File: src/rtl/loader_pkg.sv
// Shared types and constants for the instruction-memory stream loader.
package loader_pkg;

   localparam int COUNT_W        = 16;
   localparam int BYTES_PER_WORD = 4;
   localparam int BIDX_W         = 2;

   typedef enum logic [2:0] {
      S_CNT_HI = 3'd0,
      S_CNT_LO = 3'd1,
      S_DATA   = 3'd2,
      S_CSUM   = 3'd3,
      S_DONE   = 3'd4,
      S_ERR    = 3'd5
   } state_t;

   // States in which the loader takes stream bytes
   function automatic logic is_loading(input state_t s);
      return (s == S_CNT_HI) || (s == S_CNT_LO) || (s == S_DATA) || (s == S_CSUM);
   endfunction

endpackage

File: src/rtl/byte_word_packer.sv
// Shifts stream bytes MSB-first into a 32-bit word and pulses word_valid_o
// the cycle after the fourth byte of a word lands.
module byte_word_packer
   import loader_pkg::*;
(
   input  logic        clk,
   input  logic        rst,
   input  logic        clr_i,
   input  logic        byte_valid_i,
   input  logic [7:0]  byte_i,
   output logic        word_last_o,
   output logic        word_valid_o,
   output logic [31:0] word_o
);

   logic [BIDX_W-1:0] idx_q, idx_d;
   logic [31:0]       word_q, word_d;
   logic              valid_q, valid_d;

   assign word_last_o  = byte_valid_i && (idx_q == BIDX_W'(BYTES_PER_WORD - 1));
   assign word_valid_o = valid_q;
   assign word_o       = word_q;

   // Next-state for the shift register, byte index and word strobe
   always_comb begin
      idx_d   = idx_q;
      word_d  = word_q;
      valid_d = 1'b0;
      if (clr_i) begin
         idx_d = '0;
      end else if (byte_valid_i) begin
         word_d  = {word_q[23:0], byte_i};
         idx_d   = idx_q + BIDX_W'(1);
         valid_d = word_last_o;
      end else begin
         idx_d = idx_q;
      end
   end

   // Packer state registers
   always_ff @(posedge clk or negedge rst) begin
      if (!rst) begin
         idx_q   <= '0;
         word_q  <= '0;
         valid_q <= 1'b0;
      end else begin
         idx_q   <= idx_d;
         word_q  <= word_d;
         valid_q <= valid_d;
      end
   end

endmodule

File: src/rtl/imem_stream_loader.sv
// Loads a length-prefixed big-endian program image into instruction memory,
// holding the CPU in reset until done. IMEM_LOADER_CHECKSUM_EN adds a trailing XOR byte.
module imem_stream_loader
   import loader_pkg::*;
#(
   parameter int ADDR_W = 10,
   parameter int DEPTH  = 1024
)
(
   input  logic              clk,
   input  logic              rst,
   input  logic              start,
   input  logic              in_valid,
   input  logic [7:0]        in_data,
   output logic              in_ready,
   output logic              im_we,
   output logic [ADDR_W-1:0] im_addr,
   output logic [31:0]       im_wdata,
   output logic              cpu_rst,
   output logic              done,
   output logic              err
);

   localparam logic [COUNT_W:0] DEPTH_L = DEPTH[COUNT_W:0];

`ifdef IMEM_LOADER_CHECKSUM_EN
   localparam state_t S_END = S_CSUM;
`else
   localparam state_t S_END = S_DONE;
`endif

   state_t              state_q, state_d;
   logic [COUNT_W-1:0]  cnt_q, cnt_d;
   logic [COUNT_W-1:0]  wcnt_q, wcnt_d;
   logic [ADDR_W-1:0]   addr_q, addr_d;
   logic                in_ready_q, done_q, err_q, cpu_rst_q;
   logic                done_d;
   logic                accept_s, rearm_s, word_last_s, word_valid_s;
   logic [31:0]         word_s;
   logic [COUNT_W-1:0]  n_s;

   assign accept_s = in_valid && in_ready_q;
   assign rearm_s  = start && ((state_q == S_DONE) || (state_q == S_ERR));
   assign n_s      = {cnt_q[15:8], in_data};

   byte_word_packer u_packer (
      .clk          (clk),
      .rst          (rst),
      .clr_i        (rearm_s),
      .byte_valid_i (accept_s && (state_q == S_DATA)),
      .byte_i       (in_data),
      .word_last_o  (word_last_s),
      .word_valid_o (word_valid_s),
      .word_o       (word_s)
   );

`ifdef IMEM_LOADER_CHECKSUM_EN
   logic [7:0] csum_q, csum_d;

   // Running XOR over every frame byte ahead of the checksum byte
   always_comb begin
      csum_d = csum_q;
      if (rearm_s) begin
         csum_d = 8'h00;
      end else if (accept_s && (state_q != S_CSUM)) begin
         csum_d = csum_q ^ in_data;
      end else begin
         csum_d = csum_q;
      end
   end

   // Checksum register
   always_ff @(posedge clk or negedge rst) begin
      if (!rst) begin
         csum_q <= 8'h00;
      end else begin
         csum_q <= csum_d;
      end
   end
`endif

   // Frame FSM, word counter and write address
   always_comb begin
      state_d = state_q;
      cnt_d   = cnt_q;
      wcnt_d  = wcnt_q;
      addr_d  = addr_q;
      case (state_q)
         S_CNT_HI: begin
            if (accept_s) begin
               cnt_d   = {in_data, cnt_q[7:0]};
               state_d = S_CNT_LO;
            end else begin
               state_d = state_q;
            end
         end
         S_CNT_LO: begin
            if (accept_s) begin
               cnt_d = n_s;
               if ({1'b0, n_s} > DEPTH_L) begin
                  state_d = S_ERR;
               end else if (n_s == '0) begin
                  state_d = S_END;
               end else begin
                  state_d = S_DATA;
               end
            end else begin
               state_d = state_q;
            end
         end
         S_DATA: begin
            if (word_last_s) begin
               addr_d = wcnt_q[ADDR_W-1:0];
               wcnt_d = wcnt_q + COUNT_W'(1);
               if ((wcnt_q + COUNT_W'(1)) == cnt_q) begin
                  state_d = S_END;
               end else begin
                  state_d = state_q;
               end
            end else begin
               state_d = state_q;
            end
         end
`ifdef IMEM_LOADER_CHECKSUM_EN
         S_CSUM: begin
            if (accept_s) begin
               state_d = (in_data == csum_q) ? S_DONE : S_ERR;
            end else begin
               state_d = state_q;
            end
         end
`endif
         S_DONE, S_ERR: begin
            if (start) begin
               state_d = S_CNT_HI;
               wcnt_d  = '0;
            end else begin
               state_d = state_q;
            end
         end
         default: begin
            state_d = S_ERR;
         end
      endcase
   end

   // done waits one cycle in S_DONE so it never coincides with the last write pulse
   assign done_d = (state_q == S_DONE) && (state_d == S_DONE);

   // Control state and registered status outputs
   always_ff @(posedge clk or negedge rst) begin
      if (!rst) begin
         state_q    <= S_CNT_HI;
         cnt_q      <= '0;
         wcnt_q     <= '0;
         addr_q     <= '0;
         in_ready_q <= 1'b1;
         done_q     <= 1'b0;
         err_q      <= 1'b0;
         cpu_rst_q  <= 1'b1;
      end else begin
         state_q    <= state_d;
         cnt_q      <= cnt_d;
         wcnt_q     <= wcnt_d;
         addr_q     <= addr_d;
         in_ready_q <= is_loading(state_d);
         done_q     <= done_d;
         err_q      <= (state_d == S_ERR);
         cpu_rst_q  <= ~done_d;
      end
   end

   assign in_ready = in_ready_q;
   assign im_we    = word_valid_s;
   assign im_addr  = addr_q;
   assign im_wdata = word_s;
   assign cpu_rst  = cpu_rst_q;
   assign done     = done_q;
   assign err      = err_q;

endmodule

File: config.mk
export PLATFORM = sky130hd
export DESIGN_NAME = imem_stream_loader
export DESIGN_NICKNAME = d
export VERILOG_FILES = /design/src/rtl/loader_pkg.sv /design/src/rtl/byte_word_packer.sv /design/src/rtl/imem_stream_loader.sv
export SDC_FILE = /design/constraint.sdc
export NUM_CORES = 1
export LEC_CHECK = 0
export ABC_CLOCK_PERIOD_IN_PS = 2300
export BUFFER_PORTS_ARGS = -buffer_cell sky130_fd_sc_hd__clkbuf_2
export CORE_ASPECT_RATIO = 0.9
export CORE_MARGIN = 2
export CORE_UTILIZATION = 35
export DETAILED_ROUTE_END_ITERATION = 6
export HOLD_SLACK_MARGIN = 0.08
export SYNTH_ARGS = -nofsm -noshare
export SYNTH_HDL_FRONTEND = slang
export SYNTH_SLANG_ARGS = --single-unit
File: constraint.sdc
create_clock -name clk -period 2.3 [get_ports clk]
set_input_delay 0.115 -clock clk [delete_from_list [all_inputs] [get_ports clk]]
set_output_delay 0.115 -clock clk [all_outputs]
set_load 0.1 [all_outputs]
==> impl_metrics.xml <==
<?xml version="1.0" encoding="UTF-8"?>
<metrics>
  <group name="worst_setup_path">
    <metric name="worst_setup_path_startpoint" unit="">wcnt_q[0]$_DFFE_PN0P_</metric>
    <metric name="r2r.worst_path.cells" unit="">7</metric>
    <metric name="critical_path_destination" unit="">state_q[1]$_DFF_PN0_</metric>
    <metric name="crit-reg2reg-capture" unit="">state_q[1]$_DFF_PN0_</metric>
    <metric name="rr_startpoint" unit="">wcnt_q[0]$_DFFE_PN0P_</metric>
    <metric name="worst_setup_path_end_kind" unit="">flop</metric>
    <metric name="timing.critical_path.fanout_max" unit="">7</metric>
    <metric name="timing.reg2reg.setup_slack" unit="ps">130</metric>
    <metric name="worstPathArrival" unit="ps">2380</metric>
    <metric name="timing_worst_setup_path_type" unit="">reg -&gt; reg</metric>
    <metric name="critPathLaunchType" unit="">flop</metric>
    <metric name="cp_data_required_time" unit="ps">2510</metric>
  </group>
  <group name="synth">
    <metric name="synth.yosys.seq_area_share" unit="">0.5091</metric>
    <metric name="synth-edff-count" unit="">0</metric>
    <metric name="synth_flop_cell" unit="">dfrtp_1</metric>
    <metric name="synth.net_count" unit="">383</metric>
    <metric name="postSynthRegisterBits" unit="">84</metric>
    <metric name="distinct_cell_type_count_after_synthesis" unit="">57</metric>
    <metric name="mapped_avg_cell_area" unit="um^2">11.20</metric>
    <metric name="synth.largest_area_cell" unit="">dfrtp_1</metric>
    <metric name="netlist.area_leader.share" unit="">0.4964</metric>
    <metric name="syn_inst" unit="">369</metric>
    <metric name="synth-warning-count" unit="">0</metric>
    <metric name="async_reset_ff_frac" unit="">1.000</metric>
    <metric name="ys_top_cells_by_area" unit="">dfrtp_1 (50%), mux2_2 (13%), nand2_1 (5.7%)</metric>
    <metric name="synth_area" unit="um^2">4134</metric>
  </group>
  <group name="detailed_routing">
    <metric name="detailroute.via_count" unit="">2954</metric>
    <metric name="routed_wl" unit="um">9027</metric>
    <metric name="route.antenna.remaining_nets" unit="">0</metric>
    <metric name="wire_per_inst" unit="um">15.22</metric>
    <metric name="initialDrtViolationCount" unit="">148</metric>
    <metric name="first_pass_iters" unit="">4</metric>
    <metric name="drc" unit="">0</metric>
    <metric name="ratio_of_routed_vias_to_standard_cells" unit="">4.981</metric>
  </group>
  <group name="layout">
    <metric name="final_cell_area" unit="um^2">4905</metric>
    <metric name="layout.nets" unit="">446</metric>
    <metric name="antennaDiodeCount" unit="">0</metric>
    <metric name="seqCellArea" unit="um^2">2105</metric>
    <metric name="layout.cells.most_common" unit="">dfrtp_1</metric>
    <metric name="stdcell_count" unit="">593</metric>
    <metric name="multi_input_combinational_cell_area" unit="um^2">1858</metric>
    <metric name="flow.area_growth_from_synthesis" unit="%">18.64</metric>
    <metric name="layout_common_cells" unit="">dfrtp_1 (82), nand2_1 (63), clkbuf_2 (57), mux2_2 (47), o21ai_0 (28)</metric>
    <metric name="number_of_fill_cells_in_the_layout" unit="">1129</metric>
    <metric name="share_of_cells_above_drive_strength_1" unit="">0.3364</metric>
  </group>
  <group name="placed_design">
    <metric name="gp_routability_congestion" unit="">0.8897</metric>
    <metric name="io_buffers" unit="">58</metric>
    <metric name="post-dp-hpwl" unit="um">6527</metric>
    <metric name="placement.cell_area" unit="um^2">4564</metric>
    <metric name="total_instance_count_after_detailed_placement" unit="">573</metric>
  </group>
  <group name="sta">
    <metric name="grt_setup_unrepaired" unit="">false</metric>
    <metric name="worst_hold_slack" unit="ps">87.91</metric>
    <metric name="fin_crit" unit="ps">2167</metric>
    <metric name="final_setup_viols" unit="">0</metric>
    <metric name="drv_slew" unit="">0</metric>
    <metric name="fmaxAchievable" unit="MHz">461.4</metric>
    <metric name="hold_violations" unit="">0</metric>
    <metric name="worst_slew_pin_slew" unit="ps">617.6</metric>
    <metric name="finalSetupTns" unit="ps">0</metric>
    <metric name="finClkSkew" unit="ps">8.600</metric>
    <metric name="slew_headroom" unit="">0.5882</metric>
    <metric name="post-route-period-util" unit="">0.9424</metric>
  </group>
  <group name="floorplan">
    <metric name="dieHeight" unit="um">107.1</metric>
    <metric name="floorplan.initialDensity" unit="">0.3601</metric>
    <metric name="top_level_ports" unit="">59</metric>
    <metric name="die_width" unit="um">118.6</metric>
    <metric name="core" unit="um^2">11480</metric>
    <metric name="die_area" unit="um^2">12700</metric>
    <metric name="placementRows" unit="">37</metric>
  </group>
  <group name="outcome">
    <metric name="run_status" unit="">complete, no violations</metric>
  </group>
  <group name="global_route">
    <metric name="global_route.usage.met1" unit="">0.2070</metric>
    <metric name="grt_pass1_vias" unit="">2897</metric>
    <metric name="groute.layer.met3.usage" unit="">0.02234</metric>
    <metric name="number_of_antenna_violations_at_the_first_check_in_global_routing" unit="">0</metric>
    <metric name="global_route.overflow_total" unit="">0</metric>
    <metric name="gr-max-usage-layer" unit="">met2</metric>
    <metric name="grt_pass1_wl" unit="um">15040</metric>
    <metric name="globalRouteTotalUtil" unit="">0.1487</metric>
    <metric name="routing_usage_on_met2" unit="">0.2328</metric>
    <metric name="grt_start_max_net_pins" unit="">48</metric>
  </group>
  <group name="clock_tree">
    <metric name="tritoncts" unit="">done</metric>
    <metric name="worst_skew_pair.late_latency" unit="ps">340</metric>
    <metric name="cts_max_path_buffers" unit="">2</metric>
    <metric name="ctsHtreeMaxLevel" unit="">3</metric>
    <metric name="clock_pin_slew_worst_setup_and_hold_paths" unit="ps">60</metric>
    <metric name="clock_sinks" unit="">84</metric>
    <metric name="ctsResizeCount" unit="">0</metric>
    <metric name="cts_inserted_buffers" unit="">9</metric>
    <metric name="cts_root_buffer" unit="">clkbuf_16</metric>
  </group>
  <group name="hold_path">
    <metric name="min_path_type" unit="">in -&gt; reg</metric>
  </group>
  <group name="pwr">
    <metric name="irDropWorstVdd" unit="mV">0.4077</metric>
    <metric name="power_leakage" unit="nW">2.309</metric>
    <metric name="power-per-cell-area" unit="nW/um^2">969.3</metric>
  </group>
  <group name="job">
    <metric name="drv.max_cap_violation_count" unit="">0</metric>
  </group>
</metrics>
==> cell families after synthesis <==
logic type | count (synthesis) | synth area share
flops | 84 | 0.5091
xor+xnor | 20 | 0.04600
fa+ha+maj | 2 | 0.006052
simple gates | 131 | 0.1722
compound gates | 56 | 0.09171
buf+inv | 27 | 0.04207
mux | 49 | 0.1329
==> worst max-delay path: stages (launching register included) <==
cell and delay [ps]:
dfrtp_1 350, ha_1 300, nand3_1 250, nor4_2 480, xnor2_1 190, o2111a_1 220
o2111a_2 220, a21oi_1 50
==> power by group <==
group	total (mW)	switching [mW]	internal (mW)
registers	1.95	0.238	1.72
clock network	1.45	0.595	0.853
logic	1.35	0.880	0.473
==> through the flow <==
stage | setup slack (ps) | total power [mW] | utilization
2_1_floorplan | 151.4 | 3.010 | -
3_3_place_gp | 234.1 | 3.303 | 0.3976
3_5_place_dp | 168.2 | 3.331 | 0.3976
4_1_cts | 146.7 | 4.805 | 0.4272
5_1_grt | 31.28 | 4.996 | 0.4272
6_report | 132.6 | 4.754 | 0.4272
==> how the worst min path moves through the flow <==
stage               startpoint                              end  cells after the start
detailed placement         rst                   done$_DFF_PN0_                      1
finish              in_data[3]            cnt_q[11]$_DFFE_PN0P_                      2
floorplan                  rst             cnt_q[0]$_DFFE_PN0P_                      0
global route        in_data[3]            cnt_q[11]$_DFFE_PN0P_                      2
global placement           rst  u_packer.word_o[28]$_DFFE_PN0P_                      1
CTS                 in_data[3]            cnt_q[11]$_DFFE_PN0P_                      2
==> per-layer routing <==
layer	wire, um	vias to the layer above
met5	0	-
met4	165	0
met3	246	13
met2	4232	55
met1	4382	1458
li1	-	1428
==> synth_stat cells, types with 2 or more instances <==
cell and n:
nand3_1 12, nor4_2 3, xor2_1 8, nand2_1 63, a22oi_1 2, nor4_1 5, xnor2_1 11, nor2_1 10
inv_1 7, buf_4 3, dfrtp_1 82, nor2b_1 6, nor4_4 2, clkbuf_8 4, and2_1 5, ha_1 2
o21ai_0 28, dfstp_2 2, and3_1 3, a21oi_1 6, mux2_2 47, mux2i_1 2, clkbuf_1 5, buf_6 2
nand4_1 5, a31oi_1 3, nor3_1 5, o31ai_1 3, nand3_4 2, buf_2 4
==> what timing repair did <==
action                    CTS  global route
hold endpoints to repair   47             0
setup buffers               0             0
hold buffers                4             0
==> area by class of cell <==
class / instances / share of cell area
clock buffer: 10 / 0.04668
clock inverter: 6 / 0.01454
inverter: 7 / 0.005357
multi-input combinational: 258 / 0.3788
sequential: 84 / 0.4291
tap: 156 / 0.03980
timing repair buffer: 72 / 0.08571
==> state kept, by name, indices dropped and copies added, names as in the netlist <==
signal / cells
cpu_rst: 1
wcnt_q: 16
in_ready: 1
im_addr: 10
u_packer.idx_q: 2
u_packer.word_valid_o: 1
cnt_q: 16
u_packer.word_o: 32
state_q: 3
err: 1
done: 1
Note: power is estimated with default switching activity, not from simulation.
